**src/rtl/rr_arbiter_4_pkg.sv**
```systemverilog
// Shared types, state encoding and helpers for the 4-way round-robin arbiter.
// Imported by the arbiter top, its picker and its bus interface.
package rr_arbiter_4_pkg;

   localparam int NUM_REQ = 4;
   localparam int IDX_W   = 2;

   typedef logic [NUM_REQ-1:0] req_t;
   typedef logic [IDX_W-1:0]   idx_t;

   typedef enum logic {
      ST_IDLE = 1'b0,
      ST_BUSY = 1'b1
   } state_e;

   // Pointer value after reset: the search then starts at requester 0.
   localparam idx_t LAST_RESET = idx_t'(NUM_REQ - 1);

   // 2-to-4 decode with enable; a disabled decode yields all zeros.
   function automatic req_t decode_idx(input idx_t idx, input logic en);
      return en ? (req_t'(1) << idx) : '0;
   endfunction

endpackage

```
**src/rtl/rr_arbiter_4_if.sv**
```systemverilog
// Request/grant bundle between requesters (master) and the arbiter (slave).
interface rr_arbiter_4_if;
   import rr_arbiter_4_pkg::*;

   logic enable;
   req_t req;
   req_t grant;
   idx_t grant_idx;
   logic grant_valid;

   modport master (
      output enable,
      output req,
      input  grant,
      input  grant_idx,
      input  grant_valid
   );

   modport slave (
      input  enable,
      input  req,
      output grant,
      output grant_idx,
      output grant_valid
   );

endinterface

```
**src/rtl/rr_pick_4.sv**
```systemverilog
// Rotating-priority search: first set request at or after start_i (mod 4),
// optionally skipping one index.
module rr_pick_4
   import rr_arbiter_4_pkg::*;
(
   input  req_t req_i,
   input  idx_t start_i,
   input  logic exclude_en_i,
   input  idx_t exclude_idx_i,
   output logic found_o,
   output idx_t pick_idx_o
);

   idx_t cand;

   // NOTE: every output of a combinational block gets a default first, so no
   // path through the loop can leave it unassigned and infer a latch.
   always_comb begin
      found_o    = 1'b0;
      pick_idx_o = '0;
      cand       = '0;
      for (int i = 0; i < NUM_REQ; i++) begin
         cand = start_i + idx_t'(i);
         if (!found_o && req_i[cand] && !(exclude_en_i && (cand == exclude_idx_i))) begin
            found_o    = 1'b1;
            pick_idx_o = cand;
         end
      end
   end

endmodule

```
**src/rtl/rr_arbiter_4.sv**
```systemverilog
// Four-requester round-robin arbiter with a hold-time limit; all outputs are
// registered and the one-hot grant is the gated decode of grant_idx.
module rr_arbiter_4
   import rr_arbiter_4_pkg::*;
#(
   parameter int MAX_HOLD = 8,
   parameter int CNT_W    = 4
)
(
   input logic            clk,
   input logic            reset,
   rr_arbiter_4_if.slave  bus
);

   localparam logic [CNT_W-1:0] HOLD_LAST = CNT_W'(MAX_HOLD - 1);

   state_e           state_q, state_d;
   idx_t             owner_q, owner_d;
   idx_t             last_q,  last_d;
   logic [CNT_W-1:0] hold_q,  hold_d;
   logic             valid_q, valid_d;
   req_t             grant_q, grant_d;

   logic found;
   idx_t pick;
   logic take;

   // While busy, last_q equals the owner, so one picker serves both the idle
   // search (from last+1) and the handoff search (from owner+1, owner skipped).
   rr_pick_4 u_pick (
      .req_i         (bus.req),
      .start_i       (last_q + idx_t'(1)),
      .exclude_en_i  (state_q == ST_BUSY),
      .exclude_idx_i (owner_q),
      .found_o       (found),
      .pick_idx_o    (pick)
   );

   always_comb begin
      state_d = state_q;
      owner_d = owner_q;
      last_d  = last_q;
      hold_d  = hold_q;
      valid_d = valid_q;
      take    = 1'b0;

      unique case (state_q)
         ST_IDLE: begin
            valid_d = 1'b0;
            if (bus.enable && found) begin
               take = 1'b1;
            end
         end
         ST_BUSY: begin
            if (!bus.enable) begin
               state_d = ST_IDLE;
               valid_d = 1'b0;
            end else if (!bus.req[owner_q]) begin
               // Owner released: hand off with no idle bubble, or go idle.
               if (found) begin
                  take = 1'b1;
               end else begin
                  state_d = ST_IDLE;
                  valid_d = 1'b0;
               end
            end else if ((hold_q == HOLD_LAST) && found) begin
               take = 1'b1;
            end else if (hold_q != HOLD_LAST) begin
               hold_d = hold_q + 1'b1;
            end
         end
         default: begin
            state_d = ST_IDLE;
            valid_d = 1'b0;
         end
      endcase

      if (take) begin
         state_d = ST_BUSY;
         owner_d = pick;
         last_d  = pick;
         hold_d  = '0;
         valid_d = 1'b1;
      end

      grant_d = decode_idx(owner_d, valid_d);
   end

   // NOTE: sequential state uses non-blocking assignments so every register
   // samples the pre-edge values regardless of statement order.
   always_ff @(posedge clk) begin
      if (reset) begin
         state_q <= ST_IDLE;
         owner_q <= '0;
         last_q  <= LAST_RESET;
         hold_q  <= '0;
         valid_q <= 1'b0;
         grant_q <= '0;
      end else begin
         state_q <= state_d;
         owner_q <= owner_d;
         last_q  <= last_d;
         hold_q  <= hold_d;
         valid_q <= valid_d;
         grant_q <= grant_d;
      end
   end

   assign bus.grant       = grant_q;
   assign bus.grant_idx   = owner_q;
   assign bus.grant_valid = valid_q;

endmodule

```
**src/flat_wrapper.sv**
```systemverilog
// flat-port wrapper written by rule: the top's interface ports become plain ports
module rr_arbiter_4_flat import rr_arbiter_4_pkg::*;
#(
   parameter int MAX_HOLD = 8,
   parameter int CNT_W    = 4
)
  (clk, reset, bus_enable, bus_req, bus_grant, bus_grant_idx, bus_grant_valid);
  rr_arbiter_4_if bus_i ();
  input logic clk;
  input logic reset;
  input wire logic [$bits(bus_i.enable)-1:0] bus_enable;
  input wire logic [$bits(bus_i.req)-1:0] bus_req;
  output wire logic [$bits(bus_i.grant)-1:0] bus_grant;
  output wire logic [$bits(bus_i.grant_idx)-1:0] bus_grant_idx;
  output wire logic [$bits(bus_i.grant_valid)-1:0] bus_grant_valid;
  assign bus_i.enable = bus_enable;
  assign bus_i.req = bus_req;
  assign bus_grant = bus_i.grant;
  assign bus_grant_idx = bus_i.grant_idx;
  assign bus_grant_valid = bus_i.grant_valid;
  rr_arbiter_4 #(.MAX_HOLD(MAX_HOLD), .CNT_W(CNT_W)) u_core (.clk(clk), .reset(reset), .bus(bus_i));
endmodule
```
**config.mk**
```make
export PLATFORM = sky130hd
export DESIGN_NAME = rr_arbiter_4_flat
export DESIGN_NICKNAME = d
export VERILOG_FILES = /design/src/rtl/rr_arbiter_4_pkg.sv /design/src/rtl/rr_arbiter_4_if.sv /design/src/rtl/rr_pick_4.sv /design/src/rtl/rr_arbiter_4.sv /design/src/flat_wrapper.sv
export SDC_FILE = /design/constraint.sdc
export NUM_CORES = 1
export LEC_CHECK = 0
export CAP_MARGIN = 20
export CORE_MARGIN = 4
export CORE_UTILIZATION = 55
export CTS_CLUSTER_DIAMETER = 120
export DETAILED_ROUTE_END_ITERATION = 10
export HOLD_SLACK_MARGIN = 0.15
export PLACE_DENSITY = 0.78
export SLEW_MARGIN = 15
export SYNTH_ARGS = -nofsm -noshare
export SYNTH_HDL_FRONTEND = slang
export SYNTH_SLANG_ARGS = --single-unit
export TNS_END_PERCENT = 50
```
**constraint.sdc**
```tcl
create_clock -name clk -period 2.89 [get_ports clk]
set_input_delay 0.578 -clock clk [delete_from_list [all_inputs] [get_ports clk]]
set_output_delay 0.578 -clock clk [all_outputs]
set_load 0.005 [all_outputs]
```
After elaboration in Yosys (flattened, before gate mapping)
Index checks and enable logic that the tools add are counted.
{ "totals": {"reg_bits": 14, "in_bits": 7, "out_inout_bits": 7, "word_cells": 83} }
{ "op_classes": {"n_addsub": 5, "order_cmp": 5, "eq_ne": 6, "n_shift": 1, "n_mux": 34, "n_bitwise": 3, "n_reduce_logical": 23} }
{ "op_table": {"columns": ["op", "n"], "rows": [
  ["two-way mux 1 bit", 22],
  ["less-than comparator 2 x 3 -> 1 bit, second input constant", 5],
  ["logical AND 1 bit", 13],
  ["binary-select mux 1 bit (select 2 bit)", 5],
  ["two-way mux 2 bit", 5],
  ["== test 2 bit", 4],
  ["zero test 1 bit", 7],
  ["AND reduction 5 bit", 1],
  ["adder 2 x 1 -> 2 bit, second input constant", 2],
  ["adder 2 bit, second input constant", 2],
  ["adder 4 x 1 -> 4 bit, second input constant", 1],
  ["== test 4 x 3 -> 1 bit, second input constant", 1],
  ["!= test 4 x 3 -> 1 bit, second input constant", 1],
  ["one-hot mux 1 bit (2 select lines)", 2],
  ["OR reduction 2 bit", 2],
  ["<< shifter 1 x 2 -> 4 bit, first input constant", 1],
  ["NOT 1 bit", 3]
]} }

Logic depth before layout (Yosys ltp)
Gate-level depths: netlist (run 1).
{ "logic_depth": {"ltp_word": 26, "ltp_mapped": 9, "ltp_nobuf": 7} }

Modules after synthesis
From an unflattened synthesis (run 1), not the netlist that was laid out.
{ "unflattened": {"cells_unflattened": 87, "area_unflattened_um2": 819.5} }
{ "modules_own_cells": {"columns": ["mod", "instances", "cells_per_inst", "area_each_um2", "seq_area_each_um2"], "rows": [
  ["rr_arbiter_4", 1, 66, 660.6, 280.3],
  ["rr_pick_4", 1, 21, 158.9, 0.0]
]} }

Worst setup path before layout (run 1)
Ideal clock, no wire load.
{ "synth_timing": {"path_type": "in2reg", "from": "input port bus_req[3]", "to": "register u_core.grant_q[3], in the netlist u_core.bus.grant[3]", "setup_ns": 0.079, "t_arrival_ns": 2.260, "required_ns": 2.811, "path_slack_ns": 0.551, "cell_stages": 6, "n_path_buf": 0, "path_cell_list": "mux2_1 mux4_2 o32a_2 a22o_4 o221a_4 a211oi_2"} }
{ "synth_between": {"elab_chain_cells": 24, "elab_cells_between_ends": 45, "cone_classes": "1 x shift; 30 x mux; 1 x bitwise; 13 x reduce/logical"} }
{ "synth_rtl": {"columns": ["element", "line", "text"], "rows": [
  ["start: declaration", "flat_wrapper.sv:12", "input wire logic [$bits(bus_i.req)-1:0] bus_req;"],
  ["binary-select mux 1 bit (select 2 bit)", "rr_pick_4.sv:24", "if (!found_o && req_i[cand] && !(exclude_en_i && (cand == exclude_idx_i))) begin"],
  ["two-way mux 1 bit (implied by the code)", "rr_pick_4.sv:24", null],
  ["logical AND 1 bit", "rr_pick_4.sv:24", null],
  ["two-way mux 1 bit", "rr_pick_4.sv:24", null],
  ["zero test 1 bit", "rr_pick_4.sv:24", null],
  ["logical AND 1 bit (2 in a row)", "rr_pick_4.sv:24", null],
  ["two-way mux 1 bit", "rr_pick_4.sv:24", null],
  ["zero test 1 bit", "rr_pick_4.sv:24", null],
  ["(+7 left out)", null, null],
  ["logical AND 1 bit", "rr_arbiter_4.sv:66", "end else if ((hold_q == HOLD_LAST) && found) begin"],
  ["two-way mux 1 bit", "rr_arbiter_4.sv:66", null],
  ["two-way mux 1 bit", "rr_arbiter_4.sv:58", "end else if (!bus.req[owner_q]) begin"],
  ["two-way mux 1 bit", "rr_arbiter_4.sv:55", "if (!bus.enable) begin"],
  ["one-hot mux 1 bit (2 select lines)", "rr_arbiter_4.sv:47", "unique case (state_q)"],
  ["two-way mux 1 bit", "rr_arbiter_4.sv:78", "if (take) begin"],
  ["NOT 1 bit (no line)", null, null],
  ["OR reduction 2 bit (no line)", null, null],
  ["end signal: assignment", "rr_arbiter_4.sv:105", "grant_q <= grant_d;"],
  ["end: declaration", "rr_arbiter_4.sv:22", "req_t grant_q, grant_d;"]
]} }
Parallel ways exist; a longest one is shown, timed or not. The select of a mux whose other input is x is not followed.
A chain may end at the register's enable or synchronous reset.

Worst setup path in the final report (run 1)
Ends and elaborated chain as after synthesis.

==> summary.md, run 1 <==
| Metric | Value |
|---|---|
| Hold buffers post-CTS | 0 |
| Hold Slack | 0.539 ns |
| Die area | 3120 sq um |
| # setup viols final | 0 |
| Nature of the critical path startpoint | input port |
| Top_reg_cell synth | dfxtp_1 |
| Global-route wire length before repair | 5400 um |
| Grt peak-use layer | met2 |
| Final core utilization | 66.9% |
| CTS buffer count | 3 |
| Largest net degree at the start of global routing | 17 |
| Row count | 17 |
| Xor and xnor fraction of the mapped netlist area | 4.67% |
| Synth Area in Adders | 0.993% |
| RSZ-0062 raised after global routing | false |
| Crit-path max FO | 7 |
| Postcts setup bufs | 0 |
| Routed wire length | 3060 um |
| TNS Setup | 0 ns |
| DR iter-0 viols | 43 |
| Mapped Nets | 149 |
| Dpl ws | -0.0943 ns |
| Period utilization | 93.6% |
| Layout Cell Area excl Fill | 1470 sq um |
| Number of top-level pins | 14 |
| Multiplexer area fraction after synthesis | 15.7% |
| Placed Area | 1440 sq um |
| Number of global-route vias before repair | 1222 |
| Design Power | 1.32 mW |
| Port Buffers | 13 |
| GR Layer Usage met3 | 4.41% |
| Register area share after synthesis | 22.2% |
| CTS sink count | 14 |
| Synth top cells by count | 14 x dfxtp_1, 9 x a21oi_1, 8 x nand2_1 |
| Worst-Skew Late Latency | 0.28 ns |
| Asr flop ratio synth | 0% |
| M2 GR Usage | 34.5% |
| Post-DP HPWL | 2340 um |
| Worst Skew | 0.0120 ns |
| Largest cells by area after synthesis | dfxtp_1 22%, mux4_2 8.9%, a21oi_1 3.6% |
| Netlist Area Pre-Place | 1260 sq um |
| Largest family of logic cells by synthesized area | compound AO/OA/AOI/OAI gates |
| Top cell type's share of synthesized area | 22.2% |
| All-Layer GR Usage | 20.9% |
| Synthesized flop and latch total | 14 |
| Clock-pin slew on the worst setup and hold paths | 0.09 ns |
| Routed WL per cell | 16.4 um |
| Clk buf depth | 2 |
| Antenna diode count | 0 |
| Max-slew violation count | 0 |
| Initial Util | 57.5% |
| Synthesized area per cell | 8.94 sq um |
| Leading area contributor after synthesis | dfxtp_1 |
| Area Growth Syn to Fin | 16.3% |
| Initial antenna violation count | 0 |
| HP Class | register to register |
| Width of the die | 55.9 um |
| Tmin final | 2.70 ns |
| Post-synth EDFFs | 0 |
| Worst path required time | 3.09 ns |
| Count leader, synth | dfxtp_1 |
| Crit path kind | input port to register |
| Max Cap Violations | 0 |
| DR pass1 iterations | 4 |
| P per Cell Area | 903 nW/um^2 |
| Met1 GRT Util | 28.3% |
| Final Hold Fails | 0 |
| DIE HEIGHT | 55.9 um |
| Synth Area in Compound Gates | 26.5% |
| Placeable core area | 2190 sq um |
| YS warnings | 0 |
| Relative slew slack | 63.3% |
| Vias per cell | 6.39 |
| Worst Max-Slew Pin Slew | 0.546 ns |
| Post-route DRC | 0 |
| Distinct cells, synth | 57 |
| Dpl cells | 183 |
| GPL Wtd Cong | 0.952 |
| Worst-case vdd ir drop | 0.647 mV |
| Final worst slack | 0.185 ns |
| Max Fclk | 370 MHz |
| Crit. End Element | register |
| Non-Filler Instances | 186 |
| Htree depth | 1 |
| Simple-gate share of the synthesized area | 23.2% |
| Nets | 168 |
| Status | finished clean |
| Layout cells sized above 1 | 19.0% |
| Root buf cell | clkbuf_4 |
| CTS tree | built |
| Crit path DAT | 2.90 ns |
| Gr ovfl total | 0 |
| ANT nets after route | 0 |
| Vias | 1189 |
| Leak | 0.544 nW |
| CTS resizes | 0 |
| Gate Count Post-Synth | 141 |
==> sequential cells by signal (all words and copies together), names as in the netlist <==
| name | count |
|---|---|
| u_core.bus.grant_idx | 2 |
| u_core.state_q | 1 |
| u_core.hold_q | 4 |
| u_core.bus.grant_valid | 1 |
| u_core.last_q | 2 |
| u_core.bus.grant | 4 |
==> layer usage <==
metal | routed length (um) | up-vias
met1 | 1360 | 566
met5 | 0 | -
met4 | 14 | 0
met3 | 217 | 6
met2 | 1470 | 43
li1 | - | 574
==> layout make-up <==
cell class	instances	area, sq um
multi-input combinational	112	896
fill	185	726
sequential	14	280
timing repair buffer	24	213
tap	28	35.0
clock buffer	3	22.5
inverter	5	18.8
==> layout by cell type (no fill, tap or decap), types with 4 or more instances in the layout <==
cell type        instances
mux2i_1                  4
a21oi_1                  9
o21ai_0                  5
mux4_2                   5
nor3_1                   6
buf_4                   11
nor2_1                   4
dfxtp_1                 14
nand2_1                  8
nand2b_1                 6
nor2b_1                  4
inv_1                    5
clkdlybuf4s50_1         13
==> critical path: stages <==
cell and delay, ns:
clkdlybuf4s50_1 0.51, mux2_1 0.35, mux4_2 0.49, o32a_2 0.26
a22o_4 0.27, o221a_4 0.25, a211oi_2 0.18
==> logic make-up after synthesis <==
group,count (synthesis)
xor+xnor,5
mux,13
buf+inv,15
simple gates,51
flops,14
fa+ha+maj,1
compound gates,42
==> worst paths after layout <==
kind	endpoint	from	slack, ns	cells past startpoint
max	u_core.bus.grant[3]$_SDFF_PP0_	bus_req[3]	0.19	7
min	u_core.bus.grant_valid$_SDFF_PP0_	u_core.bus.grant_valid$_SDFF_PP0_	0.54	2
max reg2reg	u_core.bus.grant[3]$_SDFF_PP0_	u_core.last_q[0]$_SDFFE_PP1N_	0.24	6
min reg2reg	u_core.bus.grant_valid$_SDFF_PP0_	u_core.bus.grant_valid$_SDFF_PP0_	0.54	2
==> power breakdown <==
group | leakage (nW) | switching [mW] | total [mW] | internal [mW]
Clock | 0.0138 | 0.0607 | 0.109 | 0.0484
Combinational | 0.416 | 0.470 | 0.902 | 0.432
Sequential | 0.114 | 0.0786 | 0.313 | 0.234
No activity file was read; power rests on OpenSTA's default activity.
==> run 2: changes to the inputs <==
- CORE_MARGIN: 4 -> not set
==> run 2 against run 1 <==
Against the previous run:
- via count is 1.5% higher
- non-clock buffer count is 2 higher
- sequential share of layout area is 0.18 points lower
- maximum frequency is 0.56% lower
- combinational power is 1% higher
- first-iteration DRC count is 2.3% higher
- clock skew is 0.0070 ns lower
- setup slack worse by 0.015 ns
- clock-buffer cell count stayed put
- register-to-register slack hardly changed
- critical endpoint unchanged
- largest cell class unchanged
==> summary.md, run 2 (synthesis gave the netlist of run 1 again) <==
| Metric | Value |
|---|---|
| Routed WL per cell | 16.2 um |
| CTS buffer count | 3 |
| Max Fclk | 368 MHz |
| Routed wire length | 3030 um |
| Dpl ws | -0.106 ns |
| Final Hold Fails | 0 |
| Fillers | 158 |
| Clk buf depth | 2 |
| Tmin final | 2.72 ns |
| All-Layer GR Usage | 26.9% |
| # setup viols final | 0 |
| Initial Util | 61.1% |
| Design Power | 1.32 mW |
| Width of the die | 49.9 um |
| Crit path DAT | 2.92 ns |
| Crit-path max FO | 7 |
| Postcts setup bufs | 0 |
| Psw | 597 uW |
| RSZ-0062 raised after global routing | false |
| Final core utilization | 71.7% |
| Reg power frac | 23.1% |
| Crit. End Element | register |
| Int Pwr | 720 uW |
| Clock power frac | 7.7% |
| CTS resizes | 0 |
| Hold buffers post-CTS | 0 |
| Dpl cells | 184 |
| Vias per cell | 6.45 |
| Initial antenna violation count | 0 |
| Switching part of the total power | 45.3% |
| Non-Filler Instances | 187 |
| Die area | 2490 sq um |
| Antenna diode count | 0 |
| Period utilization | 94.1% |
| HP Class | register to register |
| Final worst slack | 0.170 ns |
| Layout Cell Area excl Fill | 1480 sq um |
| Row count | 16 |
| Clock-pin slew on the worst setup and hold paths | 0.07 ns |
| Worst path required time | 3.09 ns |
| Comb pwr share | 69.2% |
| Gr ovfl total | 0 |
| Number of global-route vias before repair | 1146 |
| Leak | 0.554 nW |
| Status | finished clean |
| Port Buffers | 13 |
| DR iter-0 viols | 44 |
| Nets | 170 |
| Nature of the critical path startpoint | input port |
| Commonest non-fill, non-tap cell in the layout | dfxtp_1 |
| Commonest non-fill, non-tap cells in the layout | 14 x dfxtp_1, 13 x clkdlybuf4s50_1, 13 x buf_4 |
| Post-route DRC | 0 |
| Placed Area | 1460 sq um |
| Max-slew violation count | 0 |
| Crit path kind | input port to register |
| Worst-case vdd ir drop | 0.544 mV |
| P per Cell Area | 890 nW/um^2 |
| CTS tree | built |
| Relative slew slack | 60.6% |
| DR pass1 iterations | 4 |
| Root buf cell | clkbuf_4 |
| Htree depth | 1 |
| GPL Wtd Cong | 0.974 |
| DIE HEIGHT | 49.9 um |
| Vias | 1207 |
| Area Growth Syn to Fin | 17.4% |
| CTS sink count | 14 |
| Layout cells sized above 1 | 20.0% |
| ANT nets after route | 0 |
| Global-route wire length before repair | 5130 um |
| Worst Skew | 0.00500 ns |
| Worst-Skew Late Latency | 0.27 ns |
| Post-DP HPWL | 2350 um |
| Placeable core area | 2060 sq um |
| Largest net degree at the start of global routing | 17 |
| Number of top-level pins | 14 |
| Worst Max-Slew Pin Slew | 0.590 ns |
| Max Cap Violations | 0 |
==> run 2: changes by cell type in the layout (fill, tap and decap cells not counted) <==
cell	before	now
buf_4	11	13
==> run 2: critical path, stage by stage <==
cell	delay [ns]
clkdlybuf4s50_1	0.51
mux2_1	0.36
mux4_2	0.49
o32a_2	0.26
a22o_4	0.28
o221a_4	0.25
a211oi_2	0.18
==> run 2: area by class of cell <==
type	count	area, sq um	area share [%]
clock buffer	3	22.5	1.52
tap	27	33.8	2.28
sequential	14	280	19.0
inverter	5	18.8	1.27
multi-input combinational	112	896	60.6
timing repair buffer	26	228	15.4
==> run 2: worst paths after layout <==
kind | start | slack, ns | cells past startpoint | endpoint
setup reg to reg | u_core.last_q[0]$_SDFFE_PP1N_ | 0.23 | 6 | u_core.bus.grant[3]$_SDFF_PP0_
hold reg to reg | u_core.bus.grant_valid$_SDFF_PP0_ | 0.52 | 2 | u_core.bus.grant_valid$_SDFF_PP0_
setup / recovery | bus_req[3] | 0.17 | 7 | u_core.bus.grant[3]$_SDFF_PP0_
hold / removal | u_core.bus.grant_valid$_SDFF_PP0_ | 0.52 | 2 | u_core.bus.grant_valid$_SDFF_PP0_
==> run 2: per-stage QoR <==
stage          setup TNS [ns]  hold slack (ns)
3_5_place_dp           -0.449            0.512
6_report                    0            0.522
5_1_grt                     0            0.546
4_1_cts                     0            0.526
3_3_place_gp           -0.218            0.497
2_1_floorplan               0            0.492
==> run 2: per-layer routing <==
layer | track usage [%] | part of all wire, % | vias up
met4 | 4.29 | 0.53 | 0
li1 | - | - | 581
met5 | 0 | 0 | -
met1 | 34.2 | 40 | 559
met3 | 6.48 | 9.8 | 2
met2 | 46.4 | 49 | 65
==> run 2: power groups by stage <==
stage                     clock network [mW]  logic (mW)  registers (mW)
after CTS                              0.105       0.896           0.305
final                                  0.101       0.912           0.304
after floorplan                            0       0.702           0.267
after global routing                   0.113       0.987           0.311
after global placement                     0       0.880           0.304
after detailed placement                   0       0.889           0.310
